`src/rtl/pc_fetch_ctrl_pkg.sv`:
```
// pc_fetch_ctrl_pkg -- shared fetch-stage definitions.
//   Reset PC, flush-cause encodings, fetch exception codes, FSM state
//   encoding and the output-buffer entry layout used by pc_fetch_ctrl and
//   fetch_out_buf.
package pc_fetch_ctrl_pkg;

  localparam logic [31:0] RESET_PC_DEFAULT = 32'hBFC0_0000;

  // flush_cause encodings
  localparam logic Exception              = 1'b0;
  localparam logic FailedBranchPrediction = 1'b1;

  // fetch exception codes
  localparam logic [4:0] EXCEPTION_NONE = 5'h00;
  localparam logic [4:0] EXCEPTION_ADEL = 5'h04;

  typedef enum logic [1:0] {
    IDLE   = 2'd0,  // nothing outstanding
    WAIT   = 2'd1,  // request accepted, data pending
    CANCEL = 2'd2   // redirected while outstanding, next data_ok is dropped
  } fetch_state_e;

  typedef struct packed {
    logic [31:0] pc;
    logic [31:0] inst;
    logic [4:0]  exc;
  } fetch_entry_t;

  function automatic logic [31:0] next_seq_pc(input logic [31:0] pc);
    return pc + 32'd4;  // wraps modulo 2^32
  endfunction

endpackage

```
`src/rtl/fetch_out_buf.sv`:
```
// fetch_out_buf -- one-entry buffer between fetch and decode.
//   clk, rst   : clock, async active-low reset
//   flush      : drop the held entry (highest priority)
//   drain      : decode consumes the entry this cycle
//   push/entry : load a new entry (may coincide with drain)
//   valid/out  : held entry towards decode
module fetch_out_buf import pc_fetch_ctrl_pkg::*; (
  input  logic         clk,
  input  logic         rst,
  input  logic         flush,
  input  logic         drain,
  input  logic         push,
  input  fetch_entry_t push_entry,
  output logic         valid,
  output fetch_entry_t entry
);

  always_ff @(posedge clk or negedge rst) begin
    if (!rst) begin
      valid <= 1'b0;
      entry <= '0;
    end else if (flush) begin
      valid <= 1'b0;
    end else if (push) begin
      valid <= 1'b1;
      entry <= push_entry;
    end else if (drain) begin
      valid <= 1'b0;
    end
  end

endmodule

```
`src/rtl/pc_fetch_ctrl.sv`:
```
// pc_fetch_ctrl -- PC register, icache request FSM and fetch output buffer.
//   clk, rst                  : clock, async active-low reset
//   stall[0]                  : decode stall, holds the fetched instruction
//   flush/flush_cause         : redirect to epc_i (Exception) or
//                               branch_target_i (FailedBranchPrediction)
//   pred_taken_i/pred_target_i: predictor result for the current pc
//   inst_req/inst_addr        : icache request, one outstanding at most
//   inst_addr_ok/data_ok/rdata: icache handshake
//   if_valid/if_pc/if_inst/if_excepttype : instruction to decode
// Build option: FETCH_ADEL_CHECK_EN turns a misaligned pc into an AdEL
// entry instead of an icache request.
module pc_fetch_ctrl import pc_fetch_ctrl_pkg::*; #(
  parameter logic [31:0] RESET_PC = RESET_PC_DEFAULT
) (
  input  logic        clk,
  input  logic        rst,
  input  logic [3:0]  stall,
  input  logic        flush,
  input  logic        flush_cause,
  input  logic [31:0] epc_i,
  input  logic [31:0] branch_target_i,
  input  logic        pred_taken_i,
  input  logic [31:0] pred_target_i,
  output logic        inst_req,
  output logic [31:0] inst_addr,
  input  logic        inst_addr_ok,
  input  logic        inst_data_ok,
  input  logic [31:0] inst_rdata,
  output logic        if_valid,
  output logic [31:0] if_pc,
  output logic [31:0] if_inst,
  output logic [4:0]  if_excepttype
);

  fetch_state_e state, state_nxt;
  logic [31:0]  pc, pc_nxt, req_pc;
  logic         buf_valid, can_fill, misaligned;
  logic         accept, data_push, adel_push;
  fetch_entry_t buf_entry, push_entry;
  logic [2:0]   stall_unused;

  assign stall_unused = stall[3:1];

  // Buffer can take a new entry if empty or being consumed this cycle.
  assign can_fill = !buf_valid || !stall[0];

`ifdef FETCH_ADEL_CHECK_EN
  assign misaligned = |pc[1:0];
`else
  assign misaligned = 1'b0;
`endif

  always_comb begin
    state_nxt = state;
    inst_req  = 1'b0;
    data_push = 1'b0;
    adel_push = 1'b0;
    unique case (state)
      IDLE: begin
        // rst gate keeps the request low while reset is held.
        if (rst && !flush && can_fill) begin
          if (misaligned) begin
            adel_push = 1'b1;
          end else begin
            inst_req = 1'b1;
            if (inst_addr_ok) state_nxt = WAIT;
          end
        end
      end
      WAIT: begin
        // data_ok together with flush: the data is stale, nothing left to drop.
        if (inst_data_ok) begin
          state_nxt = IDLE;
          data_push = !flush;
        end else if (flush) begin
          state_nxt = CANCEL;
        end
      end
      CANCEL: begin
        if (inst_data_ok) state_nxt = IDLE;
      end
      default: state_nxt = IDLE;
    endcase
  end

  assign accept = inst_req && inst_addr_ok;

  always_comb begin
    pc_nxt = pc;
    if (flush)
      pc_nxt = (flush_cause == Exception) ? epc_i : branch_target_i;
    else if (accept)
      pc_nxt = pred_taken_i ? pred_target_i : next_seq_pc(pc);
  end

  always_ff @(posedge clk or negedge rst) begin
    if (!rst) begin
      state  <= IDLE;
      pc     <= RESET_PC;
      req_pc <= '0;
    end else begin
      state <= state_nxt;
      pc    <= pc_nxt;
      if (accept) req_pc <= pc;
    end
  end

  always_comb begin
    push_entry = '{pc: req_pc, inst: inst_rdata, exc: EXCEPTION_NONE};
    if (adel_push) push_entry = '{pc: pc, inst: 32'd0, exc: EXCEPTION_ADEL};
  end

  fetch_out_buf u_out_buf (
    .clk        (clk),
    .rst        (rst),
    .flush      (flush),
    .drain      (!stall[0]),
    .push       (data_push || adel_push),
    .push_entry (push_entry),
    .valid      (buf_valid),
    .entry      (buf_entry)
  );

  assign inst_addr = pc;
  assign if_valid  = buf_valid;
  assign if_pc     = buf_entry.pc;
  assign if_inst   = buf_entry.inst;

`ifdef FETCH_ADEL_CHECK_EN
  assign if_excepttype = buf_entry.exc;
`else
  logic [4:0] exc_unused;
  assign exc_unused    = buf_entry.exc;
  assign if_excepttype = EXCEPTION_NONE;
`endif

endmodule

```
`config.mk`:
```
export PLATFORM = sky130hd
export DESIGN_NAME = pc_fetch_ctrl
export DESIGN_NICKNAME = d
export VERILOG_FILES = /design/src/rtl/pc_fetch_ctrl_pkg.sv /design/src/rtl/fetch_out_buf.sv /design/src/rtl/pc_fetch_ctrl.sv
export SDC_FILE = /design/constraint.sdc
export NUM_CORES = 1
export LEC_CHECK = 0
export ABC_AREA = 1
export BUFFER_PORTS_ARGS = -buffer_cell sky130_fd_sc_hd__buf_2
export CORE_ASPECT_RATIO = 0.6
export CORE_MARGIN = 8
export CORE_UTILIZATION = 26
export CTS_BUF_LIST = sky130_fd_sc_hd__clkbuf_4
export DETAILED_ROUTE_END_ITERATION = 12
export GPL_TIMING_DRIVEN = 0
export PLACE_DENSITY = 0.49
export RECOVER_POWER = 50
export SYNTH_ARGS = -nofsm -noshare
export SYNTH_HDL_FRONTEND = slang
export SYNTH_HIERARCHICAL = 1
export SYNTH_SLANG_ARGS = --single-unit
```
`constraint.sdc`:
```
create_clock -name clk -period 2 [get_ports clk]
set_input_delay 0.2 -clock clk [delete_from_list [all_inputs] [get_ports clk]]
set_output_delay 0.2 -clock clk [all_outputs]
set_load 0.02 [all_outputs]
```
==> flow_summary_export.csv, run 1 <==
group,metric,value,unit
routing,viasPerCell,4.49,
finish,stdcell_area,0.0103,mm²
setup_path,timing.rr.start,"inst_addr[3]",
finish,drive_gt1_frac,0.322,
routing,drtPass1Iterations,5,
sta,slew_headroom,0.391,
finish,area_growth,36.0,%
outcome,violations,"negative hold slack",
sta,rsz0062_at_grt,"true",
finish,multi_input_area,0.00370,mm²
die,dieHeight,148,µm
pwr,power.density,855,mW/mm²
finish,nets,1402,
pwr,p_leak,4.97,nW
cts,cts_buffer_depth,2,
finish,fillers,3032,
setup_path,startpoint_type,"flip-flop",
setup_path,r2r-end,"inst_addr[28]",
grt,grt_pass1_wl,44.8,mm
sta,finalSetupViolations,0,
grt,grt.met2_usage,0.242,
pwr,ir_drop,366,µV
grt,grt_remaining_overflow,0,
setup_path,worstPathArrival,2320,ps
cts,clk_pin_slew_worst_paths,120,ps
routing,vias,7402,
cts,hold_buffers,77,
sta,max_freq,544,MHz
min_path,hold_path.class,"in2async",
sta,min_period_over_period,0.920,
setup_path,required,2480,ps
outcome,outcome,"finished with violations",
die,start_util,0.264,
placed_design,io_buffers,233,
placed_design,place_hpwl,22.2,mm
cts,cts_sinks,131,
sta,worst_slew_pin_slew,914,ps
setup_path,path_class,"reg2reg",
die,core,0.0287,mm²
setup_path,reg2reg_setup_slack,160,ps
setup_path,cp_max_fo,8,
cts,tritoncts,"built",
synth,synthCells,927,
routing,post_drt_wl_per_cell,17.5,µm
grt,grtUsageMet3,0.0499,
routing,wl,28.8,mm
synth,avgSynthCellArea,8.19,µm²
job,maxCapViolCount,0,
die,row_count,48,
grt,gr-usage-all-layers,0.165,
die,dieArea,0.0351,mm²
grt,grt_pass1_vias,7507,
routing,drt-initial-drc-count,471,
finish,sequential_cell_area,0.00329,mm²
finish,antennaDiodeCount,0,
synth,synth_area,0.00759,mm²
grt,grtUsageMet1,0.238,
sta,slew_violations,0,
routing,drtAntennaViolNets,0,
grt,antenna_found_initial,0,
die,io_pins,242,
cts,root_buffer,"clkbuf_4",
grt,grt_busiest_layer,"met2",
setup_path,end_kind,"flip-flop",
synth,synth_warnings,6,
sta,fin_crit,1840,ps
grt,grt_max_degree,70,
sta,finClkSkew,11.7,ps
sta,whs,-342,ps
placed_design,post_dp_cell_area,0.00928,mm²
placed_design,place_congestion,0.864,
routing,drc,0,
sta,hold_viol,71,
cts,worstSkewPairLatency,550,ps
die,die_w,237,µm
cts,htreeDepth,4,
cts,cts_buffers,17,
setup_path,r2r_cells,9,
[placed cells by master (no fill, tap or decap), types with 5 or more instances in the layout]
master / instances
nand3_2: 12
buf_12: 8
mux2_2: 5
nand3_1: 88
nor2_1: 139
conb_1: 5
nand4_1: 5
a22oi_1: 12
nand2_1: 180
dlygate4sd3_1: 75
inv_1: 49
dfstp_2: 9
buf_2: 200
dfrtp_1: 121
nand2_2: 58
buf_6: 6
a21oi_1: 14
buf_4: 6
clkbuf_1: 65
nand2_4: 56
clkbuf_4: 18
o21ai_0: 81
nor2_2: 10
a31oi_1: 6
[what timing repair did]
action / 4_1_cts / 5_1_grt
endpoints found under the setup margin: 0 / 10
hold endpoints to repair: 117 / 71
resized for setup: 0 / 5
buffers inserted: 0 / 1
[worst max-delay path by stage]
stage,startpoint,endpoint,slack (ps),cells after the start
6_report,inst_addr[3],inst_addr[28],160,9
5_1_grt,inst_addr[3],inst_addr[28],-6,9
4_1_cts,inst_addr[3],inst_addr[24],40,9
3_5_place_dp,rst,inst_addr[16],-380,10
3_3_place_gp,rst,inst_addr[18],-2090,9
2_1_floorplan,inst_addr[3],inst_addr[20],430,10
[metrics by stage]
| stage | setup WS [ps] | total power, W | setup TNS [ps] | util | cells |
|---|---|---|---|---|---|
| finish | 161 | 0.00882 | 0 | 0.360 | 1650 |
| global route | -5.90 | 0.00944 | -8.66 | 0.360 | 1650 |
| CTS | 35.4 | 0.00903 | 0 | 0.362 | 1649 |
| detailed placement | -377 | 0.00678 | -21180 | 0.323 | 1540 |
| global placement | -2090 | 0.00675 | -294180 | 0.322 | 1539 |
| floorplan | 434 | 0.00560 | 0 | - | 931 |
[sequential cells by signal, indices dropped and copies added (netlist names)]
register and cells:
inst_addr 32, req_pc 32, state 2, u_out_buf/entry 64
u_out_buf/valid 1
[layout make-up]
type,count,area share
Clock buffer,17,0.0124
Clock inverter,15,0.0184
Sequential cell,131,0.319
Multi-Input combinational cell,693,0.358
Tap cell,375,0.0454
Timing Repair Buffer,312,0.186
Buffer,54,0.0417
Inverter,53,0.0193
[routing by layer]
| layer | part of all wire | up-vias |
|---|---|---|
| met5 | 0 | - |
| met1 | 0.49 | 3498 |
| met3 | 0.076 | 10 |
| met2 | 0.43 | 232 |
| met4 | 0.0033 | 0 |
| li1 | - | 3662 |
[where the power goes]
part	internal, W	total (W)	leakage, nW	switching (W)
combinational	0.00109	0.00285	3.18	0.00176
clock	0.000977	0.00207	0.158	0.00109
sequential	0.00328	0.00391	1.63	0.000625
[worst max-delay path: stages (launching register included)]
cell and delay [ps]:
dfrtp_2 440, ha_1 190, nand2_1 110, nor2_4 280, nand4_1 190, nor2_1 190
nand2_1 70, nand2_1 60, nand3_1 80, a21oi_1 160
Note: power is estimated with default switching activity, not from simulation.
==> run 2, diff against run 1 <==
- BUFFER_PORTS_ARGS: -buffer_cell sky130_fd_sc_hd__buf_2 -> unset
- DONT_BUFFER_PORTS: unset -> 1
- PLACE_DENSITY: 0.49 -> 0.42
==> run 2 against run 1 <==
The run still ends with negative hold slack left. Clock skew grew 18 ps. Fmax fell by 3.3%. Final cell count down 11%. Sequential power is 19% higher. Die area did not move. Power is 6.8% lower. Worst setup slack lost 62 ps. Highest routed layer unchanged.
==> flow_summary_export.csv, run 2 (synthesized netlist as in run 1, its figures left out) <==
group,metric,value,unit
outcome,violations,"negative hold slack",
finish,nets,1214,
pwr,intPower,0.00485,W
sta,hold_viol,131,
setup_path,startpoint,"flush",
routing,drt-initial-drc-count,585,
setup_path,required,2530,ps
die,die_w,237,µm
die,dieArea,0.0351,mm²
setup_path,endpoint,"inst_addr[3]",
sta,worst_slew_pin_slew,713,ps
pwr,p_comb_frac,0.209,
placed_design,io_buffers,0,
grt,grtUsageMet1,0.231,
pwr,seq_power_share,0.565,
grt,grt_remaining_overflow,0,
sta,fin_crit,1900,ps
cts,cts_sinks,131,
finish,drive_gt1_frac,0.222,
setup_path,r2r-end,"inst_addr[24]",
die,start_util,0.264,
routing,vias,6815,
finish,final_common_cell,"nand2_1",
setup_path,r2r_cells,9,
routing,viasPerCell,4.66,
grt,grt_busiest_layer,"met2",
setup_path,cp_max_fo,10,
placed_design,place_congestion,0.837,
placed_design,place_hpwl,21.7,mm
cts,hold_buffers,122,
sta,slew_violations,0,
routing,drtAntennaViolNets,0,
cts,cts_buffers,17,
sta,finClkSkew,29.3,ps
sta,finalSetupViolations,0,
grt,grtUsageMet3,0.0576,
cts,clk_pin_slew_worst_paths,140,ps
routing,post_drt_wl_per_cell,19.7,µm
grt,antenna_found_initial,0,
pwr,switching_power,0.00337,W
die,dieHeight,148,µm
setup_path,worstPathArrival,2430,ps
grt,grt.met2_usage,0.239,
grt,grt_pass1_wl,43.6,mm
pwr,power.density,852,mW/mm²
finish,top_register,"u_out_buf/entry",
setup_path,startpoint_type,"input port",
finish,layout_common_cells,"nand2_1 (180), nor2_1 (138), dlygate4sd3_1 (122)",
job,maxCapViolCount,0,
min_path,hold_path.class,"in2async",
pwr,pwr-share-clk,0.226,
outcome,outcome,"finished with violations",
grt,gr-usage-all-layers,0.164,
placed_design,dp_cells,1306,
setup_path,path_class,"in2reg",
routing,drc,0,
die,io_pins,242,
sta,max_freq,526,MHz
cts,cts_buffer_depth,2,
cts,worstSkewPairLatency,610,ps
cts,tritoncts,"built",
routing,drtPass1Iterations,5,
finish,area_growth,27.0,%
die,row_count,48,
pwr,p_sw_frac,0.410,
sta,min_period_over_period,0.951,
sta,finalSetupTns,0,ps
setup_path,timing.rr.start,"inst_addr[3]",
finish,antennaDiodeCount,0,
pwr,ir_drop,324,µV
grt,grt_pass1_vias,6826,
cts,htreeDepth,4,
routing,wl,28.8,mm
setup_path,reg2reg_setup_slack,150,ps
sta,slew_headroom,0.524,
finish,stdcell_count,1462,
die,core,0.0287,mm²
finish,largest_register_ffs,64,
finish,fillers,3049,
pwr,p_leak,4.33,nW
sta,rsz0062_at_grt,"true",
sta,whs,-719,ps
setup_path,end_kind,"flip-flop",
cts,root_buffer,"clkbuf_4",
grt,grt_max_degree,133,
-- run 2: per-layer routing --
layer,part of all wire,up-vias
met5,0,-
li1,-,3290
met4,0.0075,0
met3,0.078,15
met1,0.49,3304
met2,0.43,206
-- run 2: critical path, cell delays in order --
cell and delay [ps]:
dlygate4sd3_1 680, inv_2 170, nand2_1 120, inv_2 160, clkbuf_4 260, a22oi_1 80, dlygate4sd3_1 580, a31oi_1 160
-- run 2: worst min-delay path by stage --
stage,start,endpoint,slack (ps),cells after the start
final,rst,inst_addr[0],-720,0
after global routing,rst,inst_addr[0],-810,0
after CTS,rst,inst_addr[3],-800,0
after detailed placement,rst,u_out_buf/entry[37],-90,0
after global placement,rst,u_out_buf/entry[37],-90,0
after floorplan,rst,inst_addr[0],-100,0
-- run 2: final cells by class --
| type | instances | area (µm²) | area share |
|---|---|---|---|
| Tap cell | 375 | 469 | 0.0486 |
| Timing Repair Buffer | 124 | 1240 | 0.128 |
| Inverter | 53 | 199 | 0.0206 |
| Multi-Input combinational cell | 693 | 3730 | 0.387 |
| Clock buffer | 17 | 128 | 0.0132 |
| Clock inverter | 15 | 141 | 0.0147 |
| Sequential cell | 131 | 3310 | 0.343 |
| Buffer | 54 | 435 | 0.0451 |
-- run 2: power groups by stage --
stage | clock network [W] | logic [W] | registers, W
after floorplan | 0 | 0.00120 | 0.00439
after global placement | 0 | 0.00146 | 0.00474
after detailed placement | 0 | 0.00148 | 0.00473
after CTS | 0.00196 | 0.00171 | 0.00468
after global routing | 0.00206 | 0.00194 | 0.00476
final | 0.00186 | 0.00172 | 0.00464
-- run 2: repair_timing --
item,4_1_cts,5_1_grt
hold endpoints to repair,202,131
pin swaps,1,3
gates resized for setup,6,23
setup endpoints to repair,10,82
setup buffers,1,1
-- run 2: stage by stage --
step	setup slack, ps	total power [W]	util	instance area (µm²)
6_report	98.6	0.00822	0.336	9650
5_1_grt	-12.7	0.00876	0.336	9650
3_3_place_gp	-115	0.00620	0.281	8080
3_5_place_dp	-127	0.00622	0.281	8080
2_1_floorplan	434	0.00560	-	7610
4_1_cts	11.2	0.00835	0.334	9590
==> run 3, diff against run 2 <==
- CORE_UTILIZATION: 26 -> 40
- PLACE_DENSITY: 0.42 -> 0.57
==> run 3 against run 2 <==
Global-route usage is 4.3 points higher. Critical path type unchanged. Non-clock buffer count decreased by 24. The flow still finishes with violations (negative hold slack). Sequential power hardly changed. Sequential share of layout area is 1.1 points higher. Critical endpoint is now inst_addr[31]. Combinational power is 4% lower. Worst hold slack improved by 75 ps. Sequential cell count did not move. Core utilization increased by 16 points. Register-to-register slack got worse by 40 ps.
==> flow_summary_export.csv, run 3 (synthesized netlist as in run 1, its figures left out) <==
group,metric,value,unit
min_path,hold_path.class,"in2async",
job,maxCapViolCount,0,
finish,layout_common_cells,"nand2_1 (181), nor2_1 (138), dfrtp_1 (114)",
cts,cts_buffer_depth,2,
grt,gr-usage-all-layers,0.207,
cts,htreeDepth,4,
cts,cts_buffers,17,
finish,drive_gt1_frac,0.220,
finish,area_growth,22.9,%
sta,hold_viol,131,
finish,stdcell_count,1309,
die,dieArea,0.0238,mm²
die,die_w,194,µm
placed_design,place_hpwl,18.5,mm
finish,largest_register_ffs,64,
setup_path,startpoint_type,"input port",
placed_design,io_buffers,0,
routing,wl,25.0,mm
die,io_pins,242,
routing,drtAntennaViolNets,0,
sta,max_freq,518,MHz
sta,worst_slew_pin_slew,639,ps
cts,tritoncts,"built",
finish,top_register,"u_out_buf/entry",
routing,viasPerCell,5.14,
routing,vias,6730,
setup_path,required,2440,ps
pwr,p_leak,4.27,nW
placed_design,place_congestion,0.941,
cts,worstSkewPairLatency,520,ps
outcome,violations,"negative hold slack",
finish,nets,1190,
sta,fin_crit,1930,ps
die,core,0.0188,mm²
grt,grt_pass1_wl,38.5,mm
grt,grt_remaining_overflow,0,
setup_path,crit_slowest_cell,"dlygate4sd3_1",
cts,cts_sinks,131,
die,dieHeight,123,µm
pwr,ir_drop,366,µV
setup_path,cp_max_fo,10,
cts,root_buffer,"clkbuf_4",
placed_design,dp_cells,1177,
outcome,outcome,"finished with violations",
grt,grt_pass1_vias,6586,
grt,antenna_found_initial,0,
sta,whs,-644,ps
setup_path,worstPathArrival,2370,ps
setup_path,end_kind,"flip-flop",
sta,finalSetupViolations,0,
sta,slew_violations,0,
finish,final_common_cell,"nand2_1",
grt,grt_max_degree,133,
routing,drt-initial-drc-count,656,
sta,slew_headroom,0.574,
cts,clk_pin_slew_worst_paths,140,ps
sta,min_period_over_period,0.965,
setup_path,path_class,"in2reg",
routing,drtPass1Iterations,5,
routing,drc,0,
setup_path,max_stage_delay,570,ps
pwr,power.density,912,mW/mm²
finish,antennaDiodeCount,0,
die,start_util,0.403,
setup_path,worstPathCellList,"dlygate4sd3_1, inv_2, nand2_1, inv_1, clkbuf_4, nand2_1, o21ai_0, dlygate4sd3_1, nor2_1, a21oi_1",
routing,post_drt_wl_per_cell,19.1,µm
die,row_count,39,
sta,finClkSkew,30.3,ps
cts,hold_buffers,99,
run 3: cell count changes in the layout (fill, tap and decap cells not counted), sizes merged:
cell         previous run  this run
buf                    37        36
bufinv                  2         5
clkbuf                 36        37
clkinv                 10         5
clkinvlp                3         2
dlygate4sd3           122        99
inv                    53        55
run 3: through the flow:
| stage | area, µm² | setup WS [ps] | util | total power [W] | TNS, ps |
|---|---|---|---|---|---|
| 3_3_place_gp | 7920 | -36.1 | 0.420 | 0.00610 | -36.1 |
| 2_1_floorplan | 7610 | 434 | - | 0.00560 | 0 |
| 6_report | 9330 | 69.1 | 0.495 | 0.00851 | 0 |
| 3_5_place_dp | 7920 | -27.0 | 0.420 | 0.00613 | -31.7 |
| 4_1_cts | 9280 | 9.83 | 0.492 | 0.00856 | 0 |
| 5_1_grt | 9330 | -29.5 | 0.495 | 0.00902 | -53.3 |
run 3: final cells by class:
cell class / instances / area [µm²]
clock inverters: 14 / 226
clock buffers: 18 / 135
plain buffers: 54 / 434
multi-input cells: 693 / 3730
repair buffers: 100 / 998
inverters: 53 / 199
well taps: 246 / 308
fillers: 1819 / 9510
flip-flops and latches: 131 / 3300
run 3: timing repair:
action                                  4_1_cts  5_1_grt
hold endpoints to repair                    193      131
pin swaps                                     0        3
buffers inserted                              0        1
resized for setup                             4       18
endpoints found under the setup margin        5       75
run 3: report_power, final:
part           switching [W]  internal [W]
Clock                0.00109       0.00115
Sequential           0.00133       0.00328
Combinational       0.000844      0.000803
run 3: metal layers:
metal	track usage	up-vias	wire [µm]
met5	0	-	0
met2	0.304	262	10700
met3	0.0652	18	2180
met4	0.0489	0	163
li1	-	3234	-
met1	0.294	3216	11900
run 3: worst paths after layout:
path                                          start             endpoint  slack (ps)  cells past startpoint
worst max-delay path                          flush        inst_addr[31]          70                     10
worst min-delay path                            rst  u_out_buf/entry[37]        -640                      0
worst max register to register         inst_addr[8]        inst_addr[22]         110                      8
worst min register to register            req_pc[8]            req_pc[8]         510                      2
max in group asynchronous                       rst        inst_addr[23]        2290                      0
min in group clk                branch_target_i[10]        inst_addr[10]          40                      4
run 3: worst max-delay path: cells and delay by family:
kind                   cells  cell delay (ps)
AO/OA/AOI/OAI              2              200
buffers and inverters      5             1750
AND/OR/NAND/NOR            3              200
